==> src/rtl/imm_extend_pipe.sv <==
// Registered immediate extender with valid/ready handshake and upper/lower-D fusion.
// Define IMM_EXT_FUSE_STATS_EN to add the saturating fused-beat counter port fuse_cnt_o.
module imm_extend_pipe #(
   parameter int XLEN  = 32,
   parameter int TAG_W = 8
) (
   input  logic             clk,
   input  logic             rst_n,
   input  logic             flush_i,
   input  logic             in_valid_i,
   output logic             in_ready_o,
   input  logic [25:0]      imm_in_i,
   input  logic [3:0]       imm_src_i,
   input  logic             fuse_i,
   input  logic [TAG_W-1:0] tag_i,
   output logic             out_valid_o,
   input  logic             out_ready_i,
   output logic [XLEN-1:0]  imm_o,
   output logic [TAG_W-1:0] tag_o,
   output logic             fused_o
`ifdef IMM_EXT_FUSE_STATS_EN
   ,
   output logic [15:0]      fuse_cnt_o
`endif
);

   localparam logic [1:0] ST_IDLE  = 2'd0;
   localparam logic [1:0] ST_PEND  = 2'd1;
   localparam logic [1:0] ST_FLUSH = 2'd2;

   logic [1:0]       state, state_nxt;
   logic [XLEN-1:0]  pend_q, hold_imm_q;
   logic [TAG_W-1:0] pend_tag_q, hold_tag_q;
   logic [XLEN-1:0]  ext_val;
   logic             is_upper, is_lower_d, accept, slot_free;
   logic             beat_valid, beat_fused, load_pend, load_hold;
   logic [XLEN-1:0]  beat_imm;
   logic [TAG_W-1:0] beat_tag;

   // Upper ignores the sign-select bit: it always extends from imm[25].
   function automatic logic [XLEN-1:0] extend(input logic [25:0] imm, input logic [3:0] src);
      logic            sign;
      logic [XLEN-1:0] r;
      sign = src[0] ? 1'b0 : imm[25];
      r    = {XLEN{sign}};
      if (src[1]) begin
         r        = {XLEN{imm[25]}};
         r[31:0]  = {imm[25:5], 11'b0};
      end else begin
         case (src[3:2])
            2'b00:   r[15:0] = imm[25:10];
            2'b01:   r[15:0] = {imm[25:15], imm[4:0]};
            2'b10:   r[17:0] = {imm[25:15], imm[4:0], 2'b00};
            default: r[20:0] = imm[25:5];
         endcase
      end
      return r;
   endfunction

   assign ext_val    = extend(imm_in_i, imm_src_i);
   assign is_upper   = imm_src_i[1];
   assign is_lower_d = !imm_src_i[1] && (imm_src_i[3:2] == 2'b11);
   assign slot_free  = !out_valid_o || out_ready_i;
   assign in_ready_o = slot_free && (state != ST_FLUSH) && !flush_i;
   assign accept     = in_valid_i && in_ready_o;

   always_comb begin
      state_nxt  = state;
      beat_valid = 1'b0;
      beat_imm   = ext_val;
      beat_tag   = tag_i;
      beat_fused = 1'b0;
      load_pend  = 1'b0;
      load_hold  = 1'b0;
      case (state)
         ST_IDLE: begin
            if (accept) begin
               if (is_upper && fuse_i) begin
                  load_pend = 1'b1;
                  state_nxt = ST_PEND;
               end else begin
                  beat_valid = 1'b1;
               end
            end
         end
         ST_PEND: begin
            if (accept) begin
               beat_valid = 1'b1;
               beat_imm   = pend_q;
               beat_tag   = pend_tag_q;
               if (is_lower_d) begin
                  beat_imm   = pend_q + ext_val;
                  beat_tag   = tag_i;
                  beat_fused = 1'b1;
                  state_nxt  = ST_IDLE;
               end else if (is_upper && fuse_i) begin
                  load_pend = 1'b1;
               end else begin
                  // Broken pair: the stale upper goes out now, the new op waits one cycle.
                  load_hold = 1'b1;
                  state_nxt = ST_FLUSH;
               end
            end
         end
         ST_FLUSH: begin
            if (slot_free) begin
               beat_valid = 1'b1;
               beat_imm   = hold_imm_q;
               beat_tag   = hold_tag_q;
               state_nxt  = ST_IDLE;
            end
         end
         default: state_nxt = ST_IDLE;
      endcase
   end

   always_ff @(posedge clk or negedge rst_n) begin
      if (!rst_n) begin
         state <= ST_IDLE;
      end else if (flush_i) begin
         state <= ST_IDLE;
      end else begin
         state <= state_nxt;
      end
   end

   always_ff @(posedge clk or negedge rst_n) begin
      if (!rst_n) begin
         pend_q     <= '0;
         pend_tag_q <= '0;
         hold_imm_q <= '0;
         hold_tag_q <= '0;
      end else if (flush_i) begin
         pend_q     <= '0;
         pend_tag_q <= '0;
         hold_imm_q <= '0;
         hold_tag_q <= '0;
      end else begin
         if (load_pend) begin
            pend_q     <= ext_val;
            pend_tag_q <= tag_i;
         end
         if (load_hold) begin
            hold_imm_q <= ext_val;
            hold_tag_q <= tag_i;
         end
      end
   end

   always_ff @(posedge clk or negedge rst_n) begin
      if (!rst_n) begin
         out_valid_o <= 1'b0;
         imm_o       <= '0;
         tag_o       <= '0;
         fused_o     <= 1'b0;
      end else if (flush_i) begin
         out_valid_o <= 1'b0;
      end else if (beat_valid) begin
         out_valid_o <= 1'b1;
         imm_o       <= beat_imm;
         tag_o       <= beat_tag;
         fused_o     <= beat_fused;
      end else if (out_ready_i) begin
         out_valid_o <= 1'b0;
      end
   end

`ifdef IMM_EXT_FUSE_STATS_EN
   always_ff @(posedge clk or negedge rst_n) begin
      if (!rst_n) begin
         fuse_cnt_o <= '0;
      end else if (out_valid_o && out_ready_i && fused_o && (fuse_cnt_o != 16'hFFFF)) begin
         fuse_cnt_o <= fuse_cnt_o + 16'd1;
      end
   end
`endif

endmodule
==> config.mk <==
export PLATFORM = sky130hd
export DESIGN_NAME = imm_extend_pipe
export DESIGN_NICKNAME = d
export VERILOG_FILES = /design/src/rtl/imm_extend_pipe.sv
export SDC_FILE = /design/constraint.sdc
export NUM_CORES = 1
export LEC_CHECK = 0
export CORE_ASPECT_RATIO = 1.1
export CORE_UTILIZATION = 58
export DETAILED_ROUTE_END_ITERATION = 7
export MAX_ROUTING_LAYER = met4
export PLACE_DENSITY = 0.81
export SYNTH_ARGS = -nofsm -noshare
export SYNTH_HDL_FRONTEND = slang
export SYNTH_SLANG_ARGS = --single-unit
export TNS_END_PERCENT = 100
==> constraint.sdc <==
create_clock -name clk -period 3.1 [get_ports clk]
set_input_delay 0.465 -clock clk [delete_from_list [all_inputs] [get_ports clk]]
set_output_delay 0.465 -clock clk [all_outputs]
set_load 0.05 [all_outputs]
### After elaboration in Yosys (flattened, before gate mapping)

Cells that the tools add are included.

| storage, ports and cells | value |
|---|---|
| flip-flop bits (word level) | 124 |
| input bits | 44 |
| output and inout port bits | 43 |
| word-level logic and storage cells | 89 |

| cells by class | value |
|---|---|
| add/subtract/negate cells | 1 |
| eq/ne operators | 11 |
| mux-type cells | 49 |
| bitwise operators | 1 |
| reduce and logical (&&, ||, !) cells | 18 |

Operator list:

| operator | count |
|---|---|
| 32-bit two-way mux | 7 |
| 32-bit case mux with 2 select lines | 1 |
| 8-bit two-way mux | 7 |
| 16-bit case mux with 3 select lines | 1 |
| 32-bit adder | 1 |
| 21-bit two-way mux | 1 |
| 1-bit two-way mux | 18 |
| 8-bit case mux with 2 select lines | 1 |
| 2-bit two-way mux | 7 |
| 3-bit inequality test (second input constant) | 4 |
| 11-bit two-way mux | 1 |
| 2-bit == test (second input constant) | 3 |
| 2-bit case mux with 3 select lines | 1 |
| 1-bit logical AND | 5 |
| 5-bit AND reduction | 1 |
| 2-bit by 1-bit == test with 1-bit output (second input constant) | 2 |
| 2-bit logical NOT | 2 |
| 4-bit inequality test (second input constant) | 1 |
| 2-bit case mux with 2 select lines | 1 |
| 2-bit nonzero test | 2 |
| 1-bit logical NOT | 3 |
| 3-bit two-way mux | 1 |
| 1-bit case mux with 3 select lines | 1 |
| 3-bit nonzero test | 1 |
| 7 further kinds | 7 |

### Depth between registers and ports, before layout

Gate-level depths: netlist of the first run.

| depth | value |
|---|---|
| word-level depth | 9 |
| depth in mapped cells | 17 |
| mapped depth without buffers | 14 |

### Least setup slack after synthesis of the first run

OpenSTA, ideal clock, no wires.

| timing path | value |
|---|---|
| kind | input to register |
| from | input imm_src_i[3] |
| to | register imm_o[16] |
| setup time | 99 ps |
| arrival | 3332 ps |
| required time | 3001 ps |
| slack | -332 ps |
| cell stages on the path | 14 |
| buffers on the path | 3 |
| cell sequence | buf_2 -> buf_2 -> buf_1 -> nor2_1 -> a211oi_1 -> ha_1 -> a21oi_1 -> o21ai_0 -> nor3_1 -> o21ai_2 -> a41oi_2 -> xnor2_1 -> a221oi_1 -> a311oi_1 |

| between the ends | value |
|---|---|
| longest elaborated chain between the ends | 8 |
| elaborated cells between the ends (all ways) | 14 |
| classes of those cells | add/sub: 1; eq/ne: 3; mux: 7; reduce/logical: 3 |

RTL lines:

| what | RTL line | text |
|---|---|---|
| start, declared | 13 | `input logic [3:0] imm_src_i,` |
| 2-bit by 1-bit == test with 1-bit output or 2-bit logical NOT (tied branches) | 50 | `case (src[3:2])` |
| 2-bit OR reduction (no source line) | n/a |  |
| 2-bit case mux with 2 select lines | 50 |  |
| 21-bit two-way mux | 46 | `if (src[1]) begin` |
| 32-bit adder | 92 | `beat_imm = pend_q + ext_val;` |
| 32-bit two-way mux | 91 | `if (is_lower_d) begin` |
| 32-bit two-way mux | 87 | `if (accept) begin` |
| 32-bit case mux with 2 select lines (*) | 75 | `case (state)` |
| end signal, assigned | 160 | `imm_o <= beat_imm;` |
| end, declared | 18 | `output logic [XLEN-1:0] imm_o,` |

Mark *: on every way between the ends. The rest lies on a longest branch, timed or not.
A chain may end at the register's enable or synchronous reset.

### Final worst setup path of the first run

| timing path | value |
|---|---|
| from | input imm_in_i[6] |
| to | register imm_o[11] |

| between the ends | value |
|---|---|
| longest elaborated chain between the ends | 6 |

RTL lines:

| what | RTL line | text |
|---|---|---|
| start, declared | 12 | `input logic [25:0] imm_in_i,` |
| 16-bit case mux with 3 select lines | 50 |  |
| 21-bit two-way mux | 46 |  |
| 32-bit adder | 92 |  |
| 32-bit two-way mux | 91 |  |
| 32-bit two-way mux | 87 |  |
| 32-bit case mux with 2 select lines | 75 |  |

Every way passes these cells.

==> results of run 1 <==
## power groups by stage
stage	logic (mW)	clock network, mW	registers (mW)
floorplan	1.55	0	2.97
global placement	3.95	0	2.14
detailed placement	4.01	0	2.16
CTS	4.09	2.28	2.14
global route	4.50	2.34	2.19
finish	4.34	2.30	2.16
## worst register-to-register path, stage by stage (launching register included)
cell,delay [ps]
dfrtp_1,440
ha_1,320
a21oi_2,60
nand4b_1,230
a211o_4,430
buf_4,160
nand2_1,130
xnor2_2,140
a21oi_1,90
a221oi_1,250
buf_4,180
o21ai_0,80
## through the flow
step | utilization (%) | area [um2] | instances | hold WS, ps
global route | 86.42 | 12530 | 1526 | 74.62
detailed placement | 76.82 | 11140 | 1479 | 470.1
floorplan | - | 8700 | 1066 | 169.4
CTS | 84.31 | 12230 | 1520 | 44.79
finish | 86.42 | 12530 | 1526 | 30.09
global placement | 76.82 | 11140 | 1479 | 464.0
## per-layer routing
metal  share of wire (%)  routed length [um]  global-route usage (%)  up-vias
li1                    -                   -                       -     4427
met1                  36               13400                   56.18     4959
met2                  44               16280                   70.03     1007
met3                  12                4604                   10.93      256
met4                 7.2                2679                   30.17        0
met5                   0                   0                       -        -
## area by class of cell
cell class | instances | area, um2 | area share [%]
well taps | 192 | 240.2 | 1.917
clock inverters | 13 | 214.0 | 1.707
clock buffers | 19 | 452.9 | 3.613
inverters | 31 | 116.4 | 0.9283
multi-input cells | 831 | 5697 | 45.45
flip-flops and latches | 124 | 3103 | 24.76
repair buffers | 316 | 2711 | 21.63
## how the worst max path moves through the flow
stage	startpoint	cells after the start	endpoint	slack, ps
after floorplan	imm_src_i[2]	16	imm_o[23]$_DFFE_PN0P_	-130
after global placement	imm_src_i[2]	18	imm_o[30]$_DFFE_PN0P_	-810
after detailed placement	imm_src_i[2]	18	imm_o[30]$_DFFE_PN0P_	-890
after CTS	imm_src_i[0]	16	imm_o[31]$_DFFE_PN0P_	1
after global routing	imm_in_i[6]	12	imm_o[29]$_DFFE_PN0P_	-170
final	imm_in_i[6]	14	imm_o[11]$_DFFE_PN0P_	-90
## cells in the mapped netlist, types with 10 or more instances
library cell,instances,share of area [%]
nor3_1,15,0.87
a31oi_1,16,1.2
a21oi_1,67,3.9
mux2i_1,21,2.4
a222oi_1,15,1.7
o21ai_0,116,6.7
dfrtp_1,124,36
nor2_1,50,2.2
clkbuf_1,48,2.1
ha_1,43,6.2
a211oi_1,26,2.3
nand3_1,94,5.4
buf_1,14,0.61
o211ai_1,10,0.87
nand2_1,172,7.5
xnor2_1,14,1.4
inv_1,29,1.3
buf_2,15,0.87
and3_1,18,1.3
## state kept, by name, summed over array words and instances, names as in the netlist
signal,flops
imm_o,32
hold_tag_q,8
tag_o,8
fused_o,1
state,2
hold_imm_q,32
pend_tag_q,8
pend_q,32
out_valid_o,1
## cells by family (layout without fill, tap and decap cells)
kind of cell    count (synthesis)  in the layout  share of synthesized area [%]
compound gates                349            349                          26.29
xor+xnor                       18             18                          1.825
fa+ha+maj                      44             44                          6.461
buf+inv                       111            379                          5.215
flops                         124            124                          35.93
mux                            24             24                          3.216
simple gates                  396            396                          21.06
## placed cells by master, fill, tap and decap left out, types with 16 or more instances in the layout
cell type        instances
mux2i_1                 19
buf_4                  220
and3_1                  16
a21oi_2                 21
clkdlybuf4s50_1         58
nor2_1                  47
nand2_1                172
nand3_1                 92
dfrtp_1                124
inv_1                   25
a21oi_1                 45
ha_4                    17
o21ai_1                 16
o21ai_0                102
clkbuf_16               17
ha_1                    24
## what timing repair did
item | in CTS | in global routing
pin swaps | 22 | 34
hold buffers | 0 | 0
resized for setup | 83 | 64
endpoints found under the setup margin | 27 | 24
setup buffers | 6 | 7
gates cloned | 3 | 0
==> impl_metrics.py, run 1 <==
metrics = {
    "critical_path": {
        "crit_slowest_cell": "clkdlybuf4s50_1",
        "critical_path.most_common_cell": "buf_4",
        "register_to_register_setup_slack_ps": 440,
        "worstPathCellList": "clkdlybuf4s50_1, a31oi_2, nor2_2, ha_1, a21oi_2, nand4b_1, a211o_4, buf_4, nand2_1, xnor2_2, a21oi_1, a221oi_1, buf_4, o21ai_0",
        "crit_family": "compound AO/OA/AOI/OAI gates",
        "kind_of_critical_path": "in -> reg",
        "crit_arrival_ps": 3490,
        "worstPathBufferInverterCount": 3,
        "rr_startpoint": "pend_q[1]$_DFFE_PN0P_",
        "r2r_cells": 11,
        "worst_r2r_endpoint": "imm_o[11]$_DFFE_PN0P_",
        "critical_path.endpoint_type": "flip-flop",
        "critical-path-max-stage-delay_ps": 560,
        "worstPathMaxFanout": 4,
        "critical_path.startpoint_type": "input port",
        "critical_path_required_ps": 3390,
    },
    "global_route": {
        "grt.overflow.total": 0,
        "grt_start_max_net_pins": 81,
        "grtUsageTotal_pct": 46.43,
        "grt_first_pass_wirelength_mm": 53.09,
        "antenna_found_initial": 0,
        "grt_pass1_vias": 9853,
    },
    "synthesis": {
        "synth.net_count": 1154,
        "synth.cell_area_um2": 8637,
        "synth-async-reset-ratio_pct": 100.0,
        "synth.yosys.seq_area_share_pct": 35.93,
        "synth_enable_flop_cells": 0,
        "postSynth.topFlopCell": "dfrtp_1",
        "number_of_flip_flops_and_latches_in_the_synthesized_netlist": 124,
        "netlist-cell-type-count": 72,
        "synth_cells": 1066,
        "synthesis.yosys.warnings": 0,
        "post_synth.cell_area_avg_um2": 8.102,
    },
    "floorplanning": {
        "floorplan.initialDensity_pct": 59.55,
        "die_h_um": 130.0,
        "design.portCount": 87,
        "num_rows": 46,
        "dieArea_um2": 15380,
        "die-width_um": 118.4,
        "area_of_the_core_um2": 14500,
    },
    "timing": {
        "post-route-period-util_pct": 103.0,
        "hold_viol_final": 0,
        "final.setup.tns_ps": -234.2,
        "final_critical_path_setup_slack_ps": -93.18,
        "finalCriticalPeriod_ps": 3193,
        "final-max-slew-violation-count": 0,
        "setup_failing_eps_final": 5,
        "fmaxAchievable_ghz": 0.3132,
        "worstMarginPinSlew_ps": 1003,
        "maxSlewHeadroom_pct": 32.87,
        "finalClockSkew_ps": 8.602,
    },
    "drt": {
        "avgViaCountPerCell": 6.978,
        "dr.pass1.iters": 8,
        "drt_iter0_drc": 1640,
        "antenna_violating_nets_post_route": 0,
        "detail_route.wirelength_mm": 36.96,
        "post-route-drc-count": 16,
        "wl_per_cell_um": 24.22,
        "route.vias.total": 10650,
    },
    "pwr": {
        "p_leak_nw": 5.760,
        "power.share.clock_pct": 26.1,
        "power_frac_seq_pct": 24.6,
        "pwr-share-comb_pct": 49.3,
        "cell_internal_pwr_mw": 4.879,
        "power-per-cell-area_nw_per_um2": 702.5,
        "peakVddDrop_mv": 0.7554,
        "sw_frac_of_total_pct": 44.59,
        "power.total_mw": 8.805,
        "power.switching_mw": 3.926,
    },
    "cts": {
        "clock_path_buffers": 2,
        "clk_root_buffer_cell": "clkbuf_16",
        "cts.sinks": 124,
        "cts_inserted_buffers": 17,
        "cts_tree": "built",
        "clock_tree.htree_level_count": 4,
        "clock_latency_ps": 440,
        "clock_transition_at_the_register_clock_pins_on_the_worst_setup_and_hold_paths_after_cts_ps": 60,
    },
    "placed_design": {
        "dp_hpwl_mm": 23.25,
        "dp_slack_ps": -885.9,
        "place_congestion": 1.003,
        "port_buffers": 86,
    },
    "status": {
        "run_status": "finished with violations",
        "violations": "design-rule violations, negative setup slack",
    },
    "finish": {
        "synthesis_to_layout_area_growth_pct": 45.13,
        "final_net_count": 1409,
        "nFillCells": 781,
        "proportion_of_layout_cells_with_a_drive_suffix_above_1_pct": 28.19,
        "antenna_cells_inserted": 0,
    },
    "flow_run": {
        "drv.max_cap_violation_count": 0,
    },
    "worst_hold_path": {
        "path_class_of_the_lowest_slack_min_delay_path": "in -> async",
    },
}
Power figures use the tool's default switching activity.
==> inputs of run 2 (changes only) <==
PLACE_DENSITY = 0.79   (was 0.81)
==> run 2 against run 1 <==
Effect of this change: critical endpoint is now imm_o[15]$_DFFE_PN0P_; critical path type unchanged; wire length fell by 2.6%; largest cell class unchanged; the run ends with negative setup slack left; total power fell by 0.74%; clock skew rose by 3.8 ps; register-to-register slack got worse by 390 ps; worst hold slack improved by 450 ps.
==> impl_metrics.py, run 2 (same netlist as run 1, synthesis figures left out) <==
metrics = {
    "pwr": {
        "power.switching_mw": 3.999,
        "power.total_mw": 8.739,
        "cell_internal_pwr_mw": 4.740,
        "peakVddDrop_mv": 0.5753,
        "power_frac_seq_pct": 24.5,
        "power.share.clock_pct": 25.0,
        "power-per-cell-area_nw_per_um2": 703.7,
        "pwr-share-comb_pct": 50.5,
        "p_leak_nw": 5.776,
        "sw_frac_of_total_pct": 45.76,
    },
    "status": {
        "run_status": "finished with violations",
        "violations": "negative setup slack",
    },
    "timing": {
        "hold-worst-slack_ps": 476.5,
        "setup_failing_eps_final": 4,
        "grt_setup_unrepaired": "true",
        "final.setup.tns_ps": -184.1,
        "worstMarginPinSlew_ps": 947.2,
        "maxSlewHeadroom_pct": 36.86,
        "final_critical_path_setup_slack_ps": -101.9,
        "fmaxAchievable_ghz": 0.3123,
        "final-max-slew-violation-count": 0,
        "finalClockSkew_ps": 12.44,
        "finalCriticalPeriod_ps": 3202,
        "post-route-period-util_pct": 103.3,
        "hold_viol_final": 0,
    },
    "global_route": {
        "gr-usage-met2_pct": 75.19,
        "grtUsageTotal_pct": 47.55,
        "antenna_found_initial": 0,
        "grt.met1_usage_pct": 56.14,
        "grt_pass1_vias": 9941,
        "grt_start_max_net_pins": 82,
        "top_usage_layer": "met2",
        "grt.overflow.total": 0,
        "grt.met3_usage_pct": 9.091,
        "grt_first_pass_wirelength_mm": 53.97,
    },
    "placed_design": {
        "port_buffers": 86,
        "dp_hpwl_mm": 24.17,
        "place_congestion": 1.035,
        "dpl.cell_count": 1486,
    },
    "floorplanning": {
        "floorplan.initialDensity_pct": 59.55,
        "die_h_um": 130.0,
        "design.portCount": 87,
        "num_rows": 46,
        "dieArea_um2": 15380,
        "area_of_the_core_um2": 14500,
        "die-width_um": 118.4,
    },
    "critical_path": {
        "critical_path_required_ps": 3450,
        "crit_slowest_cell": "clkdlybuf4s50_1",
        "worstPathMaxFanout": 5,
        "kind_of_critical_path": "in -> reg",
        "worstPathBufferInverterCount": 2,
        "critical-path-max-stage-delay_ps": 540,
        "worstPathCellList": "clkdlybuf4s50_1, nor2_1, a211oi_2, ha_1, a21oi_1, o211ai_1, o211ai_4, a21oi_4, buf_4, o21ai_0, a211o_1, nand3_1, a31oi_1",
        "critical_path.startpoint_type": "input port",
        "critical_path.endpoint_type": "flip-flop",
        "register_to_register_setup_slack_ps": 50,
        "crit_arrival_ps": 3550,
        "crit_family": "compound AO/OA/AOI/OAI gates",
    },
    "drt": {
        "drt_iter0_drc": 1358,
        "post-route-drc-count": 0,
        "wl_per_cell_um": 23.45,
        "detail_route.wirelength_mm": 35.99,
        "avgViaCountPerCell": 6.766,
        "antenna_violating_nets_post_route": 0,
        "route.vias.total": 10390,
        "dr.pass1.iters": 5,
    },
    "cts": {
        "clock_tree.htree_level_count": 4,
        "cts_tree": "built",
        "clock_transition_at_the_register_clock_pins_on_the_worst_setup_and_hold_paths_after_cts_ps": 60,
        "cts_inserted_buffers": 17,
        "clock_latency_ps": 430,
        "clk_root_buffer_cell": "clkbuf_16",
        "clock_path_buffers": 2,
        "cts.sinks": 124,
    },
    "worst_hold_path": {
        "path_class_of_the_lowest_slack_min_delay_path": "in -> async",
    },
    "finish": {
        "synthesis_to_layout_area_growth_pct": 43.79,
        "nFillCells": 869,
        "proportion_of_layout_cells_with_a_drive_suffix_above_1_pct": 27.33,
        "largestRegisters": "hold_imm_q (32), imm_o (32), pend_q (32)",
        "final_common_cell": "buf_4",
        "final_net_count": 1418,
        "final_core_util_pct": 85.63,
        "instances_no_fill": 1535,
        "layout_common_cells": "230 x buf_4, 172 x nand2_1, 124 x dfrtp_1, 107 x o21ai_0, 92 x nand3_1",
        "antenna_cells_inserted": 0,
    },
    "flow_run": {
        "drv.max_cap_violation_count": 0,
    },
}
## run 2: cell count changes in the layout (fill, tap and decap cells not counted), sizes merged
cell          previous run  this run
bufinv                   5         3
clkbuf                  20        18
buf                    232       239
clkinv                   7         3
bufbuf                   1         2
dlygate4sd2             15        17
inv                     31        39
dlymetal6s2s             9         7
dlygate4sd3              0         1
## run 2: what timing repair did
action | 4_1_cts | 5_1_grt
hold endpoints to repair | 18 | 0
pin swaps | 21 | 28
gates resized for setup | 58 | 58
hold buffers | 1 | 0
setup endpoints to repair | 27 | 20
gates cloned | 2 | 0
buffers inserted | 10 | 4
## run 2: layout make-up
type                       count  area, um2  share of cell area [%]
multi-input combinational    831       5555                   44.73
timing repair buffer         325       2781                   22.40
sequential                   124       3103                   24.98
tap                          192      240.2                   1.934
inverter                      31      116.4                  0.9369
clock buffer                  17      425.4                   3.425
clock inverter                15      197.7                   1.592
## run 2: per-layer routing
metal / up-vias / routed length (um) / part of all wire, %
li1: 4440 / - / -
met1: 4874 / 13080 / 36
met2: 836 / 16690 / 46
met3: 236 / 3836 / 11
met4: 0 / 2388 / 6.6
met5: - / 0 / 0
## run 2: final timing paths
kind	end	depth (start not counted)	startpoint
min in group clk	tag_o[1]$_DFFE_PN0P_	2	tag_o[1]$_DFFE_PN0P_
hold / removal	pend_q[1]$_DFFE_PN0P_	2	rst_n
setup reg to reg	hold_imm_q[13]$_DFFE_PN0P_	9	state[0]$_DFFE_PN0P_
max in group asynchronous	hold_imm_q[31]$_DFFE_PN0P_	3	rst_n
setup / recovery	imm_o[15]$_DFFE_PN0P_	13	imm_in_i[18]
hold reg to reg	tag_o[1]$_DFFE_PN0P_	2	tag_o[1]$_DFFE_PN0P_
## run 2: power groups by stage
stage          clock network [mW]  registers (mW)  logic [mW]
2_1_floorplan                   0            2.97        1.55
3_3_place_gp                    0            2.14        4.06
3_5_place_dp                    0            2.15        4.14
4_1_cts                      2.18            2.13        4.22
5_1_grt                      2.24            2.17        4.58
6_report                     2.19            2.14        4.41
## run 2: through the flow
step / setup slack, ps / cell area, um2
after floorplan: -125.1 / 8700
after global placement: -820.3 / 11190
after detailed placement: -985.6 / 11190
after CTS: 5.626 / 12120
after global routing: -98.40 / 12420
final: -101.9 / 12420
